<file path="src/rtl/speed_decoder_if.sv">
// Tick-stream in / recovered-rate out bundle for speed_decoder.
// Latency: n/a (wires only). Backpressure: none; the tick stream cannot be stalled.
// Ports: enable, tick_in (to decoder); period_out, rate_out, rate_valid,
//        locked, change_pulse, stall (from decoder).
interface speed_decoder_if;
   logic       enable;
   logic       tick_in;
   logic [5:0] period_out;
   logic [2:0] rate_out;
   logic       rate_valid;
   logic       locked;
   logic       change_pulse;
   logic       stall;

   // master drives the tick stream and observes the decode
   modport master (
      output enable, tick_in,
      input  period_out, rate_out, rate_valid, locked, change_pulse, stall
   );

   // slave is the decoder itself
   modport slave (
      input  enable, tick_in,
      output period_out, rate_out, rate_valid, locked, change_pulse, stall
   );
endinterface

</file>
<file path="src/rtl/speed_decoder.sv">
// Measures tick-to-tick spacing, locks once CONFIRM equal periods are seen, decodes the rate code.
// Latency: all outputs registered on the edge that samples the tick, visible the next cycle.
// Backpressure: none; every sampled-high tick_in cycle is consumed as one tick event.
// Ports: clk, reset (async, active-high), bus (speed_decoder_if.slave):
//        enable, tick_in in; period_out, rate_out, rate_valid, locked, change_pulse, stall out.
module speed_decoder #(
   parameter int MAX_PERIOD = 63,   // 8..63, cycles without a tick before stall
   parameter int CONFIRM    = 2     // 1..7, equal periods needed for lock
) (
   input  logic              clk,
   input  logic              reset,
   speed_decoder_if.slave    bus
);

   typedef enum logic [1:0] {IDLE, ARM, MEASURE, STALL} state_t;

   localparam logic [5:0] MAX_CNT = 6'(MAX_PERIOD);
   localparam logic [2:0] CONF    = 3'(CONFIRM);

   state_t     state;
   logic [5:0] cnt;
   logic [5:0] prev_period;
   logic [2:0] match_cnt;

   logic [5:0] period_out;
   logic [2:0] rate_out;
   logic       rate_valid;
   logic       locked;
   logic       change_pulse;
   logic       stall;

   // next-state of the lock/decode path, used only when a tick lands in MEASURE
   logic       legal;
   logic [2:0] dec_rate;
   logic [2:0] match_nxt;
   logic       lock_nxt;
   logic       valid_nxt;
   logic [2:0] rate_nxt;

   always_comb begin
      legal    = 1'b1;
      dec_rate = 3'd0;
      // rates 4..6 all produce period 2; report the canonical 4
      case (cnt)
         6'd7:    dec_rate = 3'd1;
         6'd4:    dec_rate = 3'd2;
         6'd3:    dec_rate = 3'd3;
         6'd2:    dec_rate = 3'd4;
         default: legal    = 1'b0;
      endcase

      // prev_period is 0 after ARM/enable-clear, so the first period never matches
      if (cnt == prev_period)
         match_nxt = (match_cnt >= CONF) ? CONF : match_cnt + 3'd1;
      else
         match_nxt = 3'd1;

      lock_nxt  = (match_nxt == CONF);
      valid_nxt = lock_nxt & legal;
      rate_nxt  = valid_nxt ? dec_rate : 3'd0;
   end

   always_ff @(posedge clk or posedge reset) begin
      if (reset) begin
         state        <= IDLE;
         cnt          <= 6'd0;
         prev_period  <= 6'd0;
         match_cnt    <= 3'd0;
         period_out   <= 6'd0;
         rate_out     <= 3'd0;
         rate_valid   <= 1'b0;
         locked       <= 1'b0;
         change_pulse <= 1'b0;
         stall        <= 1'b0;
      end else if (!bus.enable) begin
         // synchronous clear; a tick in this cycle is deliberately dropped
         state        <= IDLE;
         cnt          <= 6'd0;
         prev_period  <= 6'd0;
         match_cnt    <= 3'd0;
         period_out   <= 6'd0;
         rate_out     <= 3'd0;
         rate_valid   <= 1'b0;
         locked       <= 1'b0;
         change_pulse <= 1'b0;
         stall        <= 1'b0;
      end else begin
         change_pulse <= 1'b0;
         case (state)
            IDLE: state <= ARM;

            ARM: begin
               // first tick only opens the interval, no period recorded
               if (bus.tick_in) begin
                  cnt   <= 6'd1;
                  state <= MEASURE;
               end
            end

            MEASURE: begin
               // a tick on the same cycle cnt hits MAX_CNT wins over the timeout
               if (bus.tick_in) begin
                  period_out   <= cnt;
                  prev_period  <= cnt;
                  cnt          <= 6'd1;
                  match_cnt    <= match_nxt;
                  locked       <= lock_nxt;
                  rate_valid   <= valid_nxt;
                  rate_out     <= rate_nxt;
                  change_pulse <= valid_nxt & ((rate_nxt != rate_out) | ~rate_valid);
               end else if (cnt == MAX_CNT) begin
                  // cnt holds at MAX_CNT; period_out keeps the last good period
                  state      <= STALL;
                  stall      <= 1'b1;
                  locked     <= 1'b0;
                  rate_valid <= 1'b0;
                  rate_out   <= 3'd0;
                  match_cnt  <= 3'd0;
               end else begin
                  cnt <= cnt + 6'd1;
               end
            end

            STALL: begin
               // restart like ARM: match_cnt stays 0 until a period is measured
               if (bus.tick_in) begin
                  stall <= 1'b0;
                  cnt   <= 6'd1;
                  state <= MEASURE;
               end
            end

            default: state <= IDLE;
         endcase
      end
   end

   assign bus.period_out   = period_out;
   assign bus.rate_out     = rate_out;
   assign bus.rate_valid   = rate_valid;
   assign bus.locked       = locked;
   assign bus.change_pulse = change_pulse;
   assign bus.stall        = stall;

endmodule
</file>
<file path="src/flat_wrapper.sv">
// flat-port wrapper written by rule: the top's interface ports become plain ports
module speed_decoder_flat 
#(
   parameter int MAX_PERIOD = 63,                                               
   parameter int CONFIRM    = 2                                           
)
  (clk, reset, bus_enable, bus_tick_in, bus_period_out, bus_rate_out, bus_rate_valid, bus_locked, bus_change_pulse, bus_stall);
  speed_decoder_if bus_i ();
  input  logic clk;
  input  logic reset;
  input wire logic [$bits(bus_i.enable)-1:0] bus_enable;
  input wire logic [$bits(bus_i.tick_in)-1:0] bus_tick_in;
  output wire logic [$bits(bus_i.period_out)-1:0] bus_period_out;
  output wire logic [$bits(bus_i.rate_out)-1:0] bus_rate_out;
  output wire logic [$bits(bus_i.rate_valid)-1:0] bus_rate_valid;
  output wire logic [$bits(bus_i.locked)-1:0] bus_locked;
  output wire logic [$bits(bus_i.change_pulse)-1:0] bus_change_pulse;
  output wire logic [$bits(bus_i.stall)-1:0] bus_stall;
  assign bus_i.enable = bus_enable;
  assign bus_i.tick_in = bus_tick_in;
  assign bus_period_out = bus_i.period_out;
  assign bus_rate_out = bus_i.rate_out;
  assign bus_rate_valid = bus_i.rate_valid;
  assign bus_locked = bus_i.locked;
  assign bus_change_pulse = bus_i.change_pulse;
  assign bus_stall = bus_i.stall;
  speed_decoder #(.MAX_PERIOD(MAX_PERIOD), .CONFIRM(CONFIRM)) u_core (.clk(clk), .reset(reset), .bus(bus_i));
endmodule
</file>
<file path="config.mk">
export PLATFORM = sky130hd
export DESIGN_NAME = speed_decoder_flat
export DESIGN_NICKNAME = d
export VERILOG_FILES = /design/src/rtl/speed_decoder_if.sv /design/src/rtl/speed_decoder.sv /design/src/flat_wrapper.sv
export SDC_FILE = /design/constraint.sdc
export NUM_CORES = 1
export LEC_CHECK = 0
export CAP_MARGIN = 20
export CORE_ASPECT_RATIO = 0.9
export CORE_MARGIN = 1.5
export CORE_UTILIZATION = 40
export CTS_BUF_LIST = sky130_fd_sc_hd__clkbuf_16
export CTS_CLUSTER_SIZE = 25
export DETAILED_ROUTE_END_ITERATION = 8
export GPL_TIMING_DRIVEN = 1
export PLACE_DENSITY = 0.71
export SLEW_MARGIN = 25
export SYNTH_ARGS = -nofsm -noshare
export SYNTH_HDL_FRONTEND = slang
export SYNTH_SLANG_ARGS = --single-unit
</file>
<file path="constraint.sdc">
create_clock -name clk -period 4.4 [get_ports clk]
set_input_delay 1.1 -clock clk [delete_from_list [all_inputs] [get_ports clk]]
set_output_delay 1.1 -clock clk [all_outputs]
set_load 0.01 [all_outputs]
</file>
---- Word level (Yosys, flattened, before mapping) ----
Index checks and enable logic that the tools add are counted.
storage, ports and cells
  bits in registers ....................... 24
  output and inout bits ................... 13
  bits of input ports ..................... 4
cells by class
  magnitude comparators ................... 1
  equal/unequal tests ..................... 21
  bitwise logic cells ..................... 4
  reductions and logical operators ........ 8
  $add $sub $neg .......................... 2
  mux-type cells .......................... 40
operators by type and width
  cell                                                                     number
  6-bit 2-to-1 mux                                                         7
  3-bit 2-to-1 mux                                                         10
  1-bit 2-to-1 mux                                                         15
  6-bit by 2-bit equality test with 1-bit output, second input constant    2
  6-bit by 3-bit equality test with 1-bit output, second input constant    2
  3-bit case mux with 4 select lines                                       1
  6-bit case mux with 2 select lines                                       1
  3-bit by 2-bit inequality test with 1-bit output, second input constant  3
  2-bit 2-to-1 mux                                                         4
  6-bit by 1-bit adder with 6-bit output, second input constant            1
  6-bit equality test                                                      1
  6-bit equality test, second input constant                               1
  3-bit by 1-bit inequality test with 1-bit output, second input constant  2
  3-bit inequality test, second input constant                             2
  2-bit case mux with 3 select lines                                       1
  3-bit AND reduction                                                      2
  2-bit equality test, second input constant                               2
  2-bit by 1-bit inequality test with 1-bit output, second input constant  2
  4-bit inequality test, second input constant                             1
  2-bit AND reduction                                                      2
  4-bit AND reduction                                                      1
  4-bit OR reduction                                                       1
  3-bit by 1-bit adder with 3-bit output, second input constant            1
  3-bit by 2-bit equality test with 1-bit output, second input constant    1
  other kinds (9)                                                          10

---- Longest topological paths before layout ----
Gate-level depths: netlist of the first run.
  depth after elaboration ................. 12
  depth in mapped cells ................... 6

---- Least setup slack after synthesis of the first run ----
Ideal clock, no wire load.
  path kind ............................... input-to-reg
  start ................................... input port bus_tick_in
  end ..................................... register u_core.rate_out[2] (netlist: u_core.bus.rate_out[2])
  arrival ................................. 2,148 ps
  stages on the path ...................... 6
  setup slack ............................. 2,185 ps
  library setup time ...................... 67 ps
  data required time ...................... 4,333 ps
  path through ............................ buf_4 -> nand3b_1 -> buf_6 -> nor4_4 -> and3_1 -> a32o_2
between the ends
  cells in the longest elaborated chain, start to end .. 3
  elaborated cells on any way between the ends .. 5
  those cells by class .................... eq/ne: 1; mux: 3; reduce/logical: 1
RTL lines
  element               line                  text
  from (decl)           flat_wrapper.sv:12    input wire logic [$bits(bus_i.tick_in)-1:0] bus_tick_in;
  3-bit 2-to-1 mux      speed_decoder.sv:102  if (bus.tick_in) begin
  3-bit 2-to-1 mux      speed_decoder.sv:89   case (state)
  3-bit 2-to-1 mux      speed_decoder.sv:75   end else if (!bus.enable) begin
  to (signal assigned)  speed_decoder.sv:109  rate_out <= rate_nxt;
  to (decl)             speed_decoder.sv:26   logic [2:0] rate_out;
Several ways; a longest one is shown, not always the timed one. The select of a mux whose other input is x is not followed.
A chain may end at the register's enable or synchronous reset.

---- Worst setup path in the final report of the first run ----
Ends and elaborated chain as after synthesis.

==> impl_results.md, run 1 <==
* Die Y at 59.2 µm
* Power density over the cells at 288 mW/mm²
* IO Port Bufs at 16
* DRT Wirelength at 2.80 mm
* Root buf cell: clkbuf_16
* Crit path max fanout at 10
* Share of layout cells above drive strength 1 at 0.0867
* Worst IR Drop VDD at 0.000265 V
* Clk slew on worst S/H paths at 0.06 ns
* Max-slew violation count at 0
* Critical path startpoint category: input port
* Final Hold Viols at 0
* Area taken by multi-input logic gates at 729 µm²
* Final ANT Viol Nets at 0
* Worst EP arrival at 3.14 ns
* Num CTS Buffers at 3
* Hpwl dp at 2.05 mm
* All-layer global routing usage at 0.167
* Slew @ Worst Pin at 0.851 ns
* Initial drt markers at 47
* Critical path data required time at 4.59 ns
* Initial core utilization at 0.418
* DR vias/cell at 5.63
* Initial antenna violation count at 0
* Global route total overflow at 0
* Avg WL per Cell at 14.4 µm
* Rel. slew slack at 0.429
* Avg Cell Area, Syn at 10.2 µm²
* DR pass1 iterations at 5
* Most frequent cells in the layout: 24 x dfrtp_1, 16 x clkdlybuf4s50_1, 13 x nor2_1
* CTS resizes at 0
* Mapped Area at 0.00140 mm²
* Outcome: finished, final reports clean
* Vias at 1092
* I/O pins at 17
* Number of distinct library cells after synthesis at 44
* Die X at 65.4 µm
* Die Area at 0.00387 mm²
* Max Cap Viol at 0
* Sequential share of the synthesized area at 0.429
* CTS tree: built
* Area delta synth->final at 17.5%
* Post-CTS Setup Repair Bufs at 0
* Htree depth at 1
* Core Box Area at 0.00335 mm²
* Worst-skew pair later-pin latency at 0.26 ns
* DRC viols at 0
* Max Clk Rate at 339 MHz
* Flip-flop and latch area at 601 µm²
* Syn. warnings at 0
* Setup TNS Final at 0 ns
* Fillcell total at 322
* Worst Hold Class: flip-flop to flip-flop
* Cts hold-fix bufs at 0
* GPL Wtd Cong at 0.817
* Final-stage net count at 159
* Leading cell type in the layout, fill and taps excluded: dfrtp_1
* CTS Buffer Depth at 2
* Mapped Cells at 138
* Largest net degree at the start of global routing at 25
* Final Cycle Share at 0.670
* Global-route wire length before repair at 4.91 mm
* CTS sink count at 24
* Syn Nets at 146
* Post-synth EDFFs at 0
* Core Rows at 20
* RSZ-0062 raised after global routing: false
* Finish-stage setup viols at 0
* Post-layout util at 0.491
* Ant diodes at 0
* Crit path capture type: flip-flop
* Ys flop type: dfrtp_1
* Fin crit period at 2.95 ns
* P_leak at 0.772 nW
* Post-synth ARST share at 1.00
* Worst Skew at 0.00302 ns
* CP Class: input port to flip-flop
* Synthesized flop and latch total at 24
* Vias in the first global route at 1046
registers in the layout, summed over array words and instances (netlist names):
signal	flops
u_core.bus.change_pulse	1
u_core.bus.rate_valid	1
u_core.bus.locked	1
u_core.cnt	6
u_core.match_cnt	3
u_core.bus.rate_out	3
u_core.prev_period	6
u_core.bus.stall	1
u_core.state	2
synthesized netlist by cell type, types with 3 or more instances:
cell / number / share of area
a21oi_1: 4 / 0.014
buf_2: 6 / 0.021
dfrtp_1: 24 / 0.43
ha_1: 4 / 0.036
inv_1: 6 / 0.016
mux2i_1: 4 / 0.029
nand2_1: 10 / 0.027
nand3_1: 10 / 0.036
nand3b_1: 3 / 0.016
nor2_1: 13 / 0.035
nor3_1: 3 / 0.011
o21ai_0: 3 / 0.011
o2bb2ai_1: 3 / 0.019
xor2_1: 8 / 0.050
stage by stage:
stage / std cells / setup WS [ns] / total power, mW / hold slack, ns / area [µm²]
floorplan: 138 / 2.19 / 0.273 / 0.501 / 1400
global placement: 190 / 1.28 / 0.283 / 0.469 / 1570
detailed placement: 190 / 1.19 / 0.284 / 0.467 / 1570
CTS: 194 / 1.45 / 0.482 / 0.480 / 1650
global route: 194 / 1.29 / 0.502 / 0.536 / 1650
finish: 194 / 1.45 / 0.475 / 0.476 / 1650
kinds of logic (layout without fill, tap and decap cells):
| family | Yosys count | count (layout) | share of synthesized area |
|---|---|---|---|
| adder cells (fa/ha/maj) | 4 | 4 | 0.0357 |
| AO/OA/AOI/OAI | 31 | 31 | 0.177 |
| multiplexers | 6 | 6 | 0.0446 |
| buffers and inverters | 14 | 26 | 0.0509 |
| AND/OR/NAND/NOR | 51 | 51 | 0.213 |
| flip-flops | 24 | 24 | 0.429 |
| XOR/XNOR | 8 | 8 | 0.0500 |
power breakdown:
group          total (mW)  internal [mW]  switching (mW)
clock network       0.195          0.121          0.0735
logic              0.0482         0.0184          0.0299
registers           0.232          0.225         0.00679
total               0.475          0.365           0.110
routing by layer:
| metal | track usage | vias up | routed length, µm |
|---|---|---|---|
| li1 | - | 523 | - |
| met1 | 0.231 | 525 | 1410 |
| met2 | 0.273 | 40 | 1230 |
| met3 | 0.0418 | 4 | 141 |
| met4 | 0.0268 | 0 | 14 |
| met5 | 0 | - | 0 |
path summary, 6_finish.rpt:
path / from / endpoint / slack (ns) / cells past startpoint
setup / recovery: bus_tick_in / u_core.bus.rate_out[2]$_DFFE_PP0P_ / 1.45 / 5
hold / removal: u_core.bus.locked$_DFFE_PP0P_ / u_core.bus.locked$_DFFE_PP0P_ / 0.48 / 1
max in group asynchronous: reset / u_core.prev_period[2]$_DFFE_PP0P_ / 2.77 / 2
setup reg to reg: u_core.cnt[1]$_DFFE_PP0P_ / u_core.match_cnt[0]$_DFFE_PP0P_ / 2.33 / 5
hold reg to reg: u_core.bus.locked$_DFFE_PP0P_ / u_core.bus.locked$_DFFE_PP0P_ / 0.48 / 1
min in group asynchronous: reset / u_core.bus.rate_out[2]$_DFFE_PP0P_ / 1.23 / 2
worst max-delay path: stages:
cell	delay [ns]
clkdlybuf4s50_1	0.69
nand3b_1	0.46
nor4_4	0.44
and3_1	0.26
a32o_2	0.18
area by class of cell:
type                            count  share of cell area
Timing Repair Buffer               16              0.0973
Clock inverter                      1             0.00228
Sequential cell                    24               0.365
Inverter                            6              0.0137
Multi-Input combinational cell    100               0.443
Tap cell                           44              0.0334
Clock buffer                        3              0.0456
No activity file was read; power rests on OpenSTA's default activity.
==> run 2: changes to the inputs <==
--- a/config.mk
+++ b/config.mk
@@ -13,7 +13,7 @@
 export CTS_CLUSTER_SIZE = 25
 export DETAILED_ROUTE_END_ITERATION = 8
 export GPL_TIMING_DRIVEN = 1
-export PLACE_DENSITY = 0.71
+export PLACE_DENSITY = 0.73
 export SLEW_MARGIN = 25
 export SYNTH_ARGS = -nofsm -noshare
 export SYNTH_HDL_FRONTEND = slang
==> constraint.sdc (replaced) <==
create_clock -name clk -period 2.43 [get_ports clk]
set_input_delay 0.6075 -clock clk [delete_from_list [all_inputs] [get_ports clk]]
set_output_delay 0.6075 -clock clk [all_outputs]
set_load 0.01 [all_outputs]
==> run 2 against run 1 <==
Sequential share of layout area is 1.5 points lower. Clock power is 140% higher. Critical path depth stayed put. Design area is 4.3% higher. Register-to-register slack worse by 1.9 ns. Sequential power is 81% higher. Count of clock-buffer cells in the layout stayed put. Routed wire length is 2.5% higher. Non-clock buffer count is 6 higher. Combinational power is 100% higher. Die area stayed put. Critical path type is now flip-flop to flip-flop. Critical endpoint is now u_core.bus.rate_out[0]$_DFFE_PP0P_.
==> impl_results.md, run 2 (synthesis results as in run 1) <==
* Final Hold Viols at 0
* Critical path data required time at 2.57 ns
* Crit path max fanout at 9
* I/O pins at 17
* Worst Skew at 0.00507 ns
* Die Area at 0.00387 mm²
* Final-stage net count at 165
* Vias in the first global route at 1125
* Clk slew on worst S/H paths at 0.06 ns
* Worst R2R Path Depth at 5
* Placed insts at 196
* CTS resizes at 0
* Worst EP arrival at 2.17 ns
* Final Cycle Share at 0.834
* Fin crit period at 2.03 ns
* CTS Buffer Depth at 2
* Initial core utilization at 0.418
* Global-route wire length before repair at 4.94 mm
* Htree depth at 1
* Reg-to-reg startpoint: u_core.cnt[1]$_DFFE_PP0P_
* Power density over the cells at 572 mW/mm²
* Area delta synth->final at 22.6%
* WHS Path Cells at 1
* Initial antenna violation count at 0
* CP peak stage delay at 0.45 ns
* Cell Area, Placed at 0.00161 mm²
* Setup TNS Final at 0 ns
* Post-route cell area at 0.00172 mm²
* DR vias/cell at 5.59
* Critical path cell sequence: ha_1, nand3_1, o21bai_1, a31oi_2, a32o_2
* CTS tree: built
* Initial drt markers at 76
* Cell Count, Final, Fillers Out at 200
* Die X at 65.4 µm
* Post-layout util at 0.512
* Core Box Area at 0.00335 mm²
* CP bufs+invs at 0
* CP max-delay cell: dfrtp_1
* Worst hold start: u_core.bus.locked$_DFFE_PP0P_
* Outcome: finished, final reports clean
* Worst IR Drop VDD at 0.000249 V
* All-layer global routing usage at 0.161
* Top cell family by delay on the critical path: compound AO/OA/AOI/OAI gates
* Largest net degree at the start of global routing at 25
* Most frequent cells in the layout: 24 x dfrtp_1, 16 x clkdlybuf4s50_1, 13 x nor2_1
* Worst Setup SP: u_core.cnt[1]$_DFFE_PP0P_
* Avg WL per Cell at 14.3 µm
* Max Cap Viol at 0
* GPL Wtd Cong at 0.850
* Worst-skew pair later-pin latency at 0.25 ns
* Slew @ Worst Pin at 0.603 ns
* Post-CTS Setup Repair Bufs at 0
* Ant diodes at 0
* Vias at 1118
* DRC viols at 0
* Cts hold-fix bufs at 0
* Max-slew violation count at 0
* Regs by FF count: u_core.cnt (6), u_core.prev_period (6)
* Core Rows at 20
* CTS sink count at 24
* DR pass1 iterations at 5
* Crit path depth at 5
* Crit path capture type: flip-flop
* PnR worst setup slack at 0.404 ns
* Share of layout cells above drive strength 1 at 0.128
* P_leak at 0.816 nW
* RSZ-0062 raised after global routing: false
* Max Clk Rate at 494 MHz
* Hpwl dp at 2.13 mm
* Leading cell type in the layout, fill and taps excluded: dfrtp_1
* Num CTS Buffers at 3
* Post-Place Setup Slack at 0.131 ns
* DRT Wirelength at 2.87 mm
* Rel. slew slack at 0.595
* Critical path startpoint category: flip-flop
* Final ANT Viol Nets at 0
* Global route total overflow at 0
* IO Port Bufs at 16
* Worst Hold Class: flip-flop to flip-flop
* Root buf cell: clkbuf_16
* Die Y at 59.2 µm
* CP Class: flip-flop to flip-flop
* Finish-stage setup viols at 0
run 2: cell types whose count changed in the layout (fill, tap and decap cells not counted):
cell | before | now
clkinv_1 | 2 | 0
bufinv_16 | 0 | 1
inv_1 | 5 | 6
buf_4 | 0 | 6
run 2: path summary, 6_finish.rpt:
kind                                                            to  slack [ns]
worst max-delay path            u_core.bus.rate_out[0]$_DFFE_PP0P_        0.40
worst min-delay path                 u_core.bus.locked$_DFFE_PP0P_        0.49
worst max register to register  u_core.bus.rate_out[0]$_DFFE_PP0P_        0.40
worst min register to register       u_core.bus.locked$_DFFE_PP0P_        0.49
max in group asynchronous                u_core.cnt[0]$_DFFE_PP0P_        1.49
min in group asynchronous        u_core.prev_period[0]$_DFFE_PP0P_        0.70
run 2: routing by layer:
metal	track usage	part of all wire
met1	0.215	0.46
met2	0.274	0.48
met3	0.0285	0.052
met4	0.0357	0.0042
met5	0	0
run 2: power by group:
group	leakage, nW	internal, mW	switching [mW]	total [mW]
Sequential	0.331	0.407	0.0129	0.420
Clock	0.0511	0.327	0.139	0.466
Combinational	0.434	0.0388	0.0581	0.0969
run 2: final cells by class:
type,instances,area [µm²]
tap,44,55.1
clock inverter,1,30.0
fill,315,1640
multi-input combinational,100,729
sequential,24,601
inverter,6,22.5
timing repair buffer,22,205
clock buffer,3,75.1
run 2: per-stage QoR:
step                      total power, mW  hold slack [ns]
after floorplan                     0.495            0.501
after global routing                 1.02            0.536
after global placement              0.520            0.476
after CTS                           0.992            0.488
after detailed placement            0.522            0.474
final                               0.983            0.488
